===== src/rtl/if_fetch_if.sv =====
// Bundles the fetch stage's instruction-cache handshake, redirect/stall control
// and IR load port; master is the fetch stage, slave is its environment.
interface if_fetch_if;
  logic [15:0] icache_addr;
  logic        icache_read;
  logic        icache_resp;
  logic [15:0] icache_rdata;
  logic        redirect;
  logic [15:0] redirect_pc;
  logic        stall;
  logic        ir_load;
  logic [15:0] ir_data;
  logic [15:0] ir_pc;
  logic [1:0]  buf_count;

  modport master (
    output icache_addr, icache_read, ir_load, ir_data, ir_pc, buf_count,
    input  icache_resp, icache_rdata, redirect, redirect_pc, stall
  );

  modport slave (
    input  icache_addr, icache_read, ir_load, ir_data, ir_pc, buf_count,
    output icache_resp, icache_rdata, redirect, redirect_pc, stall
  );
endinterface


===== src/rtl/if_fetch.sv =====
// LC-3b instruction fetch: single-outstanding icache reads feeding a 2-entry
// prefetch FIFO that presents one instruction per cycle to the IR.
module if_fetch #(
  parameter logic [15:0] RESET_PC = 16'h0000
) (
  input  logic          clk,
  input  logic          reset_n,
  if_fetch_if.master    bus
);

  typedef enum logic [1:0] {IDLE, FETCH, FULL, FLUSH} state_t;

  state_t      r_state, w_state_nxt;
  logic [15:0] r_fetch_pc, w_fetch_pc_nxt;
  logic [15:0] r_target, w_target_nxt;
  logic [15:0] r_instr [2];
  logic [15:0] r_pcinc [2];
  logic        r_rd_ptr, r_wr_ptr;
  logic [1:0]  r_count;
  logic        w_push, w_pop;
  logic [15:0] w_redirect_pc;

  assign w_redirect_pc = bus.redirect_pc & 16'hFFFE;

  // Redirect outranks both FIFO ports; a response is only kept in FETCH.
  assign w_pop  = (r_count != 2'd0) && !bus.stall && !bus.redirect;
  assign w_push = bus.icache_resp && (r_state == FETCH) && !bus.redirect;

  // NOTE: every variable gets a default before the case so no path leaves it
  // unassigned, which would otherwise infer a latch.
  always_comb begin
    w_state_nxt    = r_state;
    w_fetch_pc_nxt = r_fetch_pc;
    w_target_nxt   = r_target;
    case (r_state)
      IDLE: begin
        w_state_nxt = FETCH;
        if (bus.redirect) w_fetch_pc_nxt = w_redirect_pc;
      end
      FETCH: begin
        if (bus.redirect) begin
          if (bus.icache_resp) begin
            w_fetch_pc_nxt = w_redirect_pc;
          end else begin
            w_target_nxt = w_redirect_pc;
            w_state_nxt  = FLUSH;
          end
        end else if (w_push) begin
          w_fetch_pc_nxt = r_fetch_pc + 16'd2;
          if (r_count == 2'd1 && !w_pop) w_state_nxt = FULL;
        end
      end
      FULL: begin
        if (bus.redirect) begin
          w_fetch_pc_nxt = w_redirect_pc;
          w_state_nxt    = FETCH;
        end else if (w_pop) begin
          w_state_nxt = FETCH;
        end
      end
      FLUSH: begin
        // The abandoned request keeps its address on the bus until it completes.
        if (bus.icache_resp) begin
          w_fetch_pc_nxt = bus.redirect ? w_redirect_pc : r_target;
          w_state_nxt    = FETCH;
        end else if (bus.redirect) begin
          w_target_nxt = w_redirect_pc;
        end
      end
      default: w_state_nxt = IDLE;
    endcase
  end

  // NOTE: sequential state uses non-blocking assignments so every register
  // samples pre-edge values regardless of process ordering.
  always_ff @(posedge clk or negedge reset_n) begin
    if (!reset_n) begin
      r_state    <= IDLE;
      r_fetch_pc <= RESET_PC;
      r_target   <= 16'h0000;
    end else begin
      r_state    <= w_state_nxt;
      r_fetch_pc <= w_fetch_pc_nxt;
      r_target   <= w_target_nxt;
    end
  end

  always_ff @(posedge clk or negedge reset_n) begin
    if (!reset_n) begin
      r_rd_ptr <= 1'b0;
      r_wr_ptr <= 1'b0;
      r_count  <= 2'd0;
    end else if (bus.redirect) begin
      r_rd_ptr <= 1'b0;
      r_wr_ptr <= 1'b0;
      r_count  <= 2'd0;
    end else begin
      if (w_push) r_wr_ptr <= ~r_wr_ptr;
      if (w_pop)  r_rd_ptr <= ~r_rd_ptr;
      case ({w_push, w_pop})
        2'b10:   r_count <= r_count + 2'd1;
        2'b01:   r_count <= r_count - 2'd1;
        default: r_count <= r_count;
      endcase
    end
  end

  // NOTE: FIFO payload is not reset; the outputs are gated by r_count, so
  // stale entries are never visible.
  always_ff @(posedge clk) begin
    if (w_push) begin
      r_instr[r_wr_ptr] <= bus.icache_rdata;
      r_pcinc[r_wr_ptr] <= r_fetch_pc + 16'd2;
    end
  end

  assign bus.icache_read = (r_state == FETCH) || (r_state == FLUSH);
  assign bus.icache_addr = r_fetch_pc;
  assign bus.ir_load     = w_pop;
  assign bus.ir_data     = (r_count != 2'd0) ? r_instr[r_rd_ptr] : 16'h0000;
  assign bus.ir_pc       = (r_count != 2'd0) ? r_pcinc[r_rd_ptr] : 16'h0000;
  assign bus.buf_count   = r_count;

endmodule


===== src/flat_wrapper.sv =====
// flat-port wrapper written by rule: the top's interface ports become plain ports
module if_fetch_flat 
#(
  parameter logic [15:0] RESET_PC = 16'h0000
)
  (clk, reset_n, bus_icache_addr, bus_icache_read, bus_ir_load, bus_ir_data, bus_ir_pc, bus_buf_count, bus_icache_resp, bus_icache_rdata, bus_redirect, bus_redirect_pc, bus_stall);
  if_fetch_if bus_i ();
  input  logic clk;
  input  logic reset_n;
  output wire logic [$bits(bus_i.icache_addr)-1:0] bus_icache_addr;
  output wire logic [$bits(bus_i.icache_read)-1:0] bus_icache_read;
  output wire logic [$bits(bus_i.ir_load)-1:0] bus_ir_load;
  output wire logic [$bits(bus_i.ir_data)-1:0] bus_ir_data;
  output wire logic [$bits(bus_i.ir_pc)-1:0] bus_ir_pc;
  output wire logic [$bits(bus_i.buf_count)-1:0] bus_buf_count;
  input wire logic [$bits(bus_i.icache_resp)-1:0] bus_icache_resp;
  input wire logic [$bits(bus_i.icache_rdata)-1:0] bus_icache_rdata;
  input wire logic [$bits(bus_i.redirect)-1:0] bus_redirect;
  input wire logic [$bits(bus_i.redirect_pc)-1:0] bus_redirect_pc;
  input wire logic [$bits(bus_i.stall)-1:0] bus_stall;
  assign bus_icache_addr = bus_i.icache_addr;
  assign bus_icache_read = bus_i.icache_read;
  assign bus_ir_load = bus_i.ir_load;
  assign bus_ir_data = bus_i.ir_data;
  assign bus_ir_pc = bus_i.ir_pc;
  assign bus_buf_count = bus_i.buf_count;
  assign bus_i.icache_resp = bus_icache_resp;
  assign bus_i.icache_rdata = bus_icache_rdata;
  assign bus_i.redirect = bus_redirect;
  assign bus_i.redirect_pc = bus_redirect_pc;
  assign bus_i.stall = bus_stall;
  if_fetch #(.RESET_PC(RESET_PC)) u_core (.clk(clk), .reset_n(reset_n), .bus(bus_i));
endmodule

===== config.mk =====
export PLATFORM = sky130hd
export DESIGN_NAME = if_fetch_flat
export DESIGN_NICKNAME = d
export VERILOG_FILES = /design/src/rtl/if_fetch_if.sv /design/src/rtl/if_fetch.sv /design/src/flat_wrapper.sv
export SDC_FILE = /design/constraint.sdc
export NUM_CORES = 1
export LEC_CHECK = 0
export BUFFER_PORTS_ARGS = -buffer_cell sky130_fd_sc_hd__buf_2
export CAP_MARGIN = 15
export CORE_UTILIZATION = 58
export CTS_BUF_LIST = sky130_fd_sc_hd__clkbuf_2 sky130_fd_sc_hd__clkbuf_4 sky130_fd_sc_hd__clkbuf_8
export DETAILED_ROUTE_END_ITERATION = 16
export PLACE_DENSITY = 0.9
export SYNTH_ARGS = -nofsm -noshare
export SYNTH_HDL_FRONTEND = slang
export SYNTH_SLANG_ARGS = --single-unit
export TNS_END_PERCENT = 20

===== constraint.sdc =====
create_clock -name clk -period 4.8 [get_ports clk]
set_input_delay 0.48 -clock clk [delete_from_list [all_inputs] [get_ports clk]]
set_output_delay 0.48 -clock clk [all_outputs]
set_load 0.03 [all_outputs]

* Word level (Yosys, flattened, before mapping) *
Memory sizes are Yosys's and may differ from the RTL's.
Cells that the tools add are included.
W data, S select, Z words.

storage, ports and cells
  memory bits (writable) = 64
  bits of input ports = 37
  word-level logic and storage cells = 77
  output and inout port bits = 52
  register bits after elaboration = 38
  memories = 2

operators by class
  multiplexer cells = 29
  add/subtract/negate cells = 3
  bitwise gates (word level) = 2
  reductions and logical operators = 19
  equality and inequality tests = 16

memories
  name            words  bits a word  rd ports  clocked after Yosys merged registers in  wr ports  RTL line        RTL
  u_core.r_instr  2      16           1         0                                        1         if_fetch.sv:16  logic [15:0] r_instr [2];
  u_core.r_pcinc  2      16           1         0                                        1         if_fetch.sv:17  logic [15:0] r_pcinc [2];

operators with widths
  kind                     count
  $mux W16                 11
  $pmux W16 S3             1
  $pmux W16 S2             1
  $add A16 B2 Y16 const B  1
  $mux W2                  8
  $ne A3 B2 Y1 const B     3
  $ne A2 B2 Y1 const B     4
  $pmux W2 S4              1
  $reduce_and A4 Y1        2
  $reduce_bool A2 Y1       4
  $eq A2 B1 Y1 const B     3
  $eq A2 B2 Y1 const B     3
  $mux W1                  6
  $ne A3 B3 Y1 const B     2
  $logic_and A1 B1 Y1      5
  $reduce_and A5 Y1        1
  $pmux W2 S2              1
  $logic_not A1 Y1         3
  $reduce_bool A3 Y1       1
  $add A2 B1 Y2 const B    1
  $logic_not A2 Y1         1
  $ne A2 B1 Y1 const B     1
  $not A1 Y1               2
  $reduce_or A2 Y1         1
  other kinds (2)          2

* Logic depth before layout (Yosys ltp) *
  depth after elaboration = 9
  mapped depth = 7
  depth with buffers taken out = 6

* Least setup slack after synthesis *
No wires, ideal clock.

  path type = register to register
  from = reg u_core.r_state[1]
  to = mem u_core.r_instr[0][0], enable pin
  period minus slack after synthesis = 3.479 ns
  data arrival time = 3.018 ns
  setup time = 0.461 ns
  data required time = 4.339 ns
  cell stages (with the launch flop) = 4
  slack = 1.321 ns
  cell sequence = dfrtp_1 -> nand2b_1 -> clkbuf_1 -> nor3_1

between the ends
  longest elaborated chain between the ends = 5

RTL lines
  what                              RTL line         RTL
  start: declaration                if_fetch.sv:13   state_t r_state, w_state_nxt;
  start signal: assignment          if_fetch.sv:82   r_state <= w_state_nxt;
  $eq A2 B1 Y1                      if_fetch.sv:27   assign w_push = bus.icache_resp && (r_state == FETCH) && !bus.redirect;
  $logic_and A1 B1 Y1 (2 in a row)  if_fetch.sv:27
  $mux W1                           if_fetch.sv:111  if (w_push) begin
  $mux W1 (not written as such)     if_fetch.sv:112  r_instr[r_wr_ptr] <= bus.icache_rdata;
  end: declaration                  if_fetch.sv:16

No other way between the ends.

* Worst setup path after layout *
  from = in bus_redirect
  to = reg u_core.r_fetch_pc[6] (netlist: u_core.bus.icache_addr[6])

between the ends
  longest elaborated chain between the ends = 4
  elaborated cells on any way between the ends = 10
  classes of those cells = eq/ne: 3; mux: 4; reduce/logical: 3

RTL lines
  what                         RTL line            RTL
  start: declaration           flat_wrapper.sv:18  input wire logic [$bits(bus_i.redirect)-1:0] bus_redirect;
  $logic_not A1 Y1             if_fetch.sv:27
  $logic_and A1 B1 Y1          if_fetch.sv:27
  $ne A3 B2 Y1 (no line)       n/a
  $reduce_and A4 Y1 (no line)  n/a
  end signal: assignment       if_fetch.sv:83      r_fetch_pc <= w_fetch_pc_nxt;
  end: declaration             if_fetch.sv:14      logic [15:0] r_fetch_pc, w_fetch_pc_nxt;

Several ways; a longest one is shown, not always the timed one. The select of a mux whose other input is x is not followed.
A chain may end at the register's enable or synchronous reset.

==> out/metrics.csv <==
metric;value;unit
#FFs+latches synth;102;
Setup CP Type;in2reg;
critical path's slowest cell;o21ai_1;
dominant synthesized flop cell;edfxtp_1;
hold_buf cts;0;
max-slew violations;0;
full die area;8720;um^2
CTS tree;yes;
Tot GR Track Use;0.236;
Core ar.;7890;um^2
largest net degree at the start of global routing;42;
syn_area_per_cell;11.5;um^2
cell total after placement;584;
post-route ant nets;0;
Layout Nets;534;
R2R depth;3;
Remaining Overflow, GRT;0;
TritonCTS Buffers;9;
Post-Syn Instances;420;
per-cell routed wire length;16.3;um
crit-path cells;buf_2, inv_1, o21ai_1, o32ai_1, a31oi_1;
DRC violations left;0;
vias in the first global route;3229;
share of cells above drive strength 1;0.265;
Post-CTS Repair Setup Buffers;0;
R2R Path End;u_core.r_pcinc[0][0]$_DFFE_PP_;
Final Skew;0.00849;ns
Worst setup EP type;flop;
Setup TNS;0;ns
first-pass GRT wire length;15900;um
vias per inst;5.71;
syn_nets;460;
number of port buffers;87;
mapped cell area;4840;um^2
initial antenna violation count;0;
initial drt markers;219;
Worst Max-Slew Pin Slew;1.12;ns
CP Max Fanout;41;
Setup violations, final;0;
r2r setup slk;2.27;ns
Vias;3429;
hpwl dp;6390;um
Area Growth Syn to Fin;14.4;%
synth cell count leaders;72 x nor2_1, 64 x edfxtp_1, 38 x dfrtp_1;
outcome;complete, no violations;
clock-pin slew on the worst setup and hold paths;0.10;ns
Worst path max stage delay;0.96;ns
first-pass iteration count of the detailed router;5;
hold crit path type;in2async;
nature of the critical path startpoint;input pin;
Yosys top cell by area;edfxtp_1;
RSZ-0062 raised after global routing;false;
EDFF count, synth;64;
hold slack;0.236;ns
deepest level of the CTS H-tree;3;
final-report hold violation count;0;
Worst VDD drop;0.225;mV
count leader, synth;nor2_1;
sequential-to-total area share from yosys stat;0.593;
Yosys top cell area share;0.397;
Netlist cell types;44;
Std-Cell Rows;32;
fin crit period;2.55;ns
Synth area leaders;edfxtp_1 40%, dfrtp_1 20%, mux2i_1 7.4%;
Die Wd;93.4;um
Worst Path Required;5.07;ns
final critical-path share of the clock period;0.532;
final wirelength;9810;um
Die Y;93.4;um
Max-slew headroom;0.246;
clock buffer depth;2;
Starting Density;0.614;
worst skew pair latency;0.36;ns
IO Count;89;
gp weighted congestion;0.864;
power density cells;546;nW/um^2
Synth Warn #;0;
worst r2r src;u_core.r_state[0]$_DFFE_PN0P_;
# Max-Cap Violations;0;
Leak;2.22;nW
number of diodes;0;
clock sinks;102;
Async SR Flop Fraction;0.373;
Critical Path AT;2.83;ns
Root Driver;clkbuf_8;
Final Non-Filler Cells;601;
Max Clk Rate;0.392;GHz
post-CTS sizing;0;
## stage by stage
stage,util,worst slack (ns),area (um^2),power (W)
after floorplan,-,1.32,4840,0.00213
after global placement,0.673,2.03,5310,0.00242
after detailed placement,0.673,1.97,5310,0.00245
after CTS,0.699,2.07,5510,0.00300
after global routing,0.702,2.10,5540,0.00319
final,0.702,2.25,5540,0.00303
## registers in the layout, summed over array words and instances (netlist names)
| name | flops |
|---|---|
| u_core.r_instr | 32 |
| u_core.r_pcinc | 32 |
| u_core.bus.icache_addr | 16 |
| u_core.r_target | 16 |
| u_core.bus.buf_count | 2 |
| u_core.r_state | 2 |
| u_core.r_rd_ptr | 1 |
| u_core.r_wr_ptr | 1 |
## metal layers
metal | track usage | up-vias | wire (um)
li1 | - | 1645 | -
met1 | 0.337 | 1637 | 4400
met2 | 0.373 | 133 | 4710
met3 | 0.0317 | 14 | 577
met4 | 0.0885 | 0 | 125
met5 | 0 | - | 0
## critical path: cells and delay by family
kind            cells  cell delay, ns
buf+inv             2            0.92
compound gates      3            1.41
## area by class of cell
type	instances	area, um^2
multi-input combinational	272	1780
fill	574	2350
clock inverter	7	81.3
tap	102	128
sequential	102	2870
inverter	19	71.3
clock buffer	9	124
timing repair buffer	90	478
## power breakdown
| part | internal, W | switching [W] | leakage, nW |
|---|---|---|---|
| sequential | 0.00110 | 0.000193 | 1.03 |
| clock | 0.000248 | 0.000307 | 0.0993 |
| combinational | 0.000427 | 0.000753 | 1.09 |
| total | 0.00177 | 0.00125 | 2.22 |
## worst max path at each step
stage | slack [ns] | start | endpoint
2_1_floorplan | 1.32 | u_core.r_state[1]$_DFFE_PN0P_ | u_core.r_instr[0][0]$_DFFE_PP_
3_3_place_gp | 2.03 | bus_redirect | u_core.bus.icache_addr[12]$_DFFE_PN0P_
3_5_place_dp | 1.97 | bus_redirect | u_core.bus.icache_addr[15]$_DFFE_PN0P_
4_1_cts | 2.07 | u_core.bus.buf_count[1]$_DFFE_PN0P_ | bus_ir_pc[0]
5_1_grt | 2.10 | bus_redirect | u_core.bus.icache_addr[9]$_DFFE_PN0P_
6_report | 2.25 | bus_redirect | u_core.bus.icache_addr[6]$_DFFE_PN0P_
## kinds of logic (layout without fill, tap and decap cells)
| family | Yosys count | after routing | synth area share |
|---|---|---|---|
| and+or+nand+nor | 134 | 134 | 0.130 |
| muxes | 53 | 53 | 0.114 |
| buffers and inverters | 46 | 125 | 0.0393 |
| xor gates and xnor gates | 16 | 16 | 0.0289 |
| DFF | 102 | 102 | 0.593 |
| AOI/OAI and AO/OA | 66 | 66 | 0.0863 |
| adders and majority gates | 3 | 3 | 0.00775 |
## layout by cell type (no fill, tap or decap), drive strengths merged, types with 6 or more instances in the layout
master,synthesis,layout
edfxtp,64,64
nor3,6,6
buf,11,90
nand2,14,14
xnor2,13,13
o32ai,8,8
nor2,73,73
a31oi,11,11
dfrtp,38,38
o21ai,27,27
inv,19,21
mux2,17,17
nand2b,7,7
mux2i,36,36
nor2b,12,12
clkbuf,16,9
(Power assumes the default switching activity.)
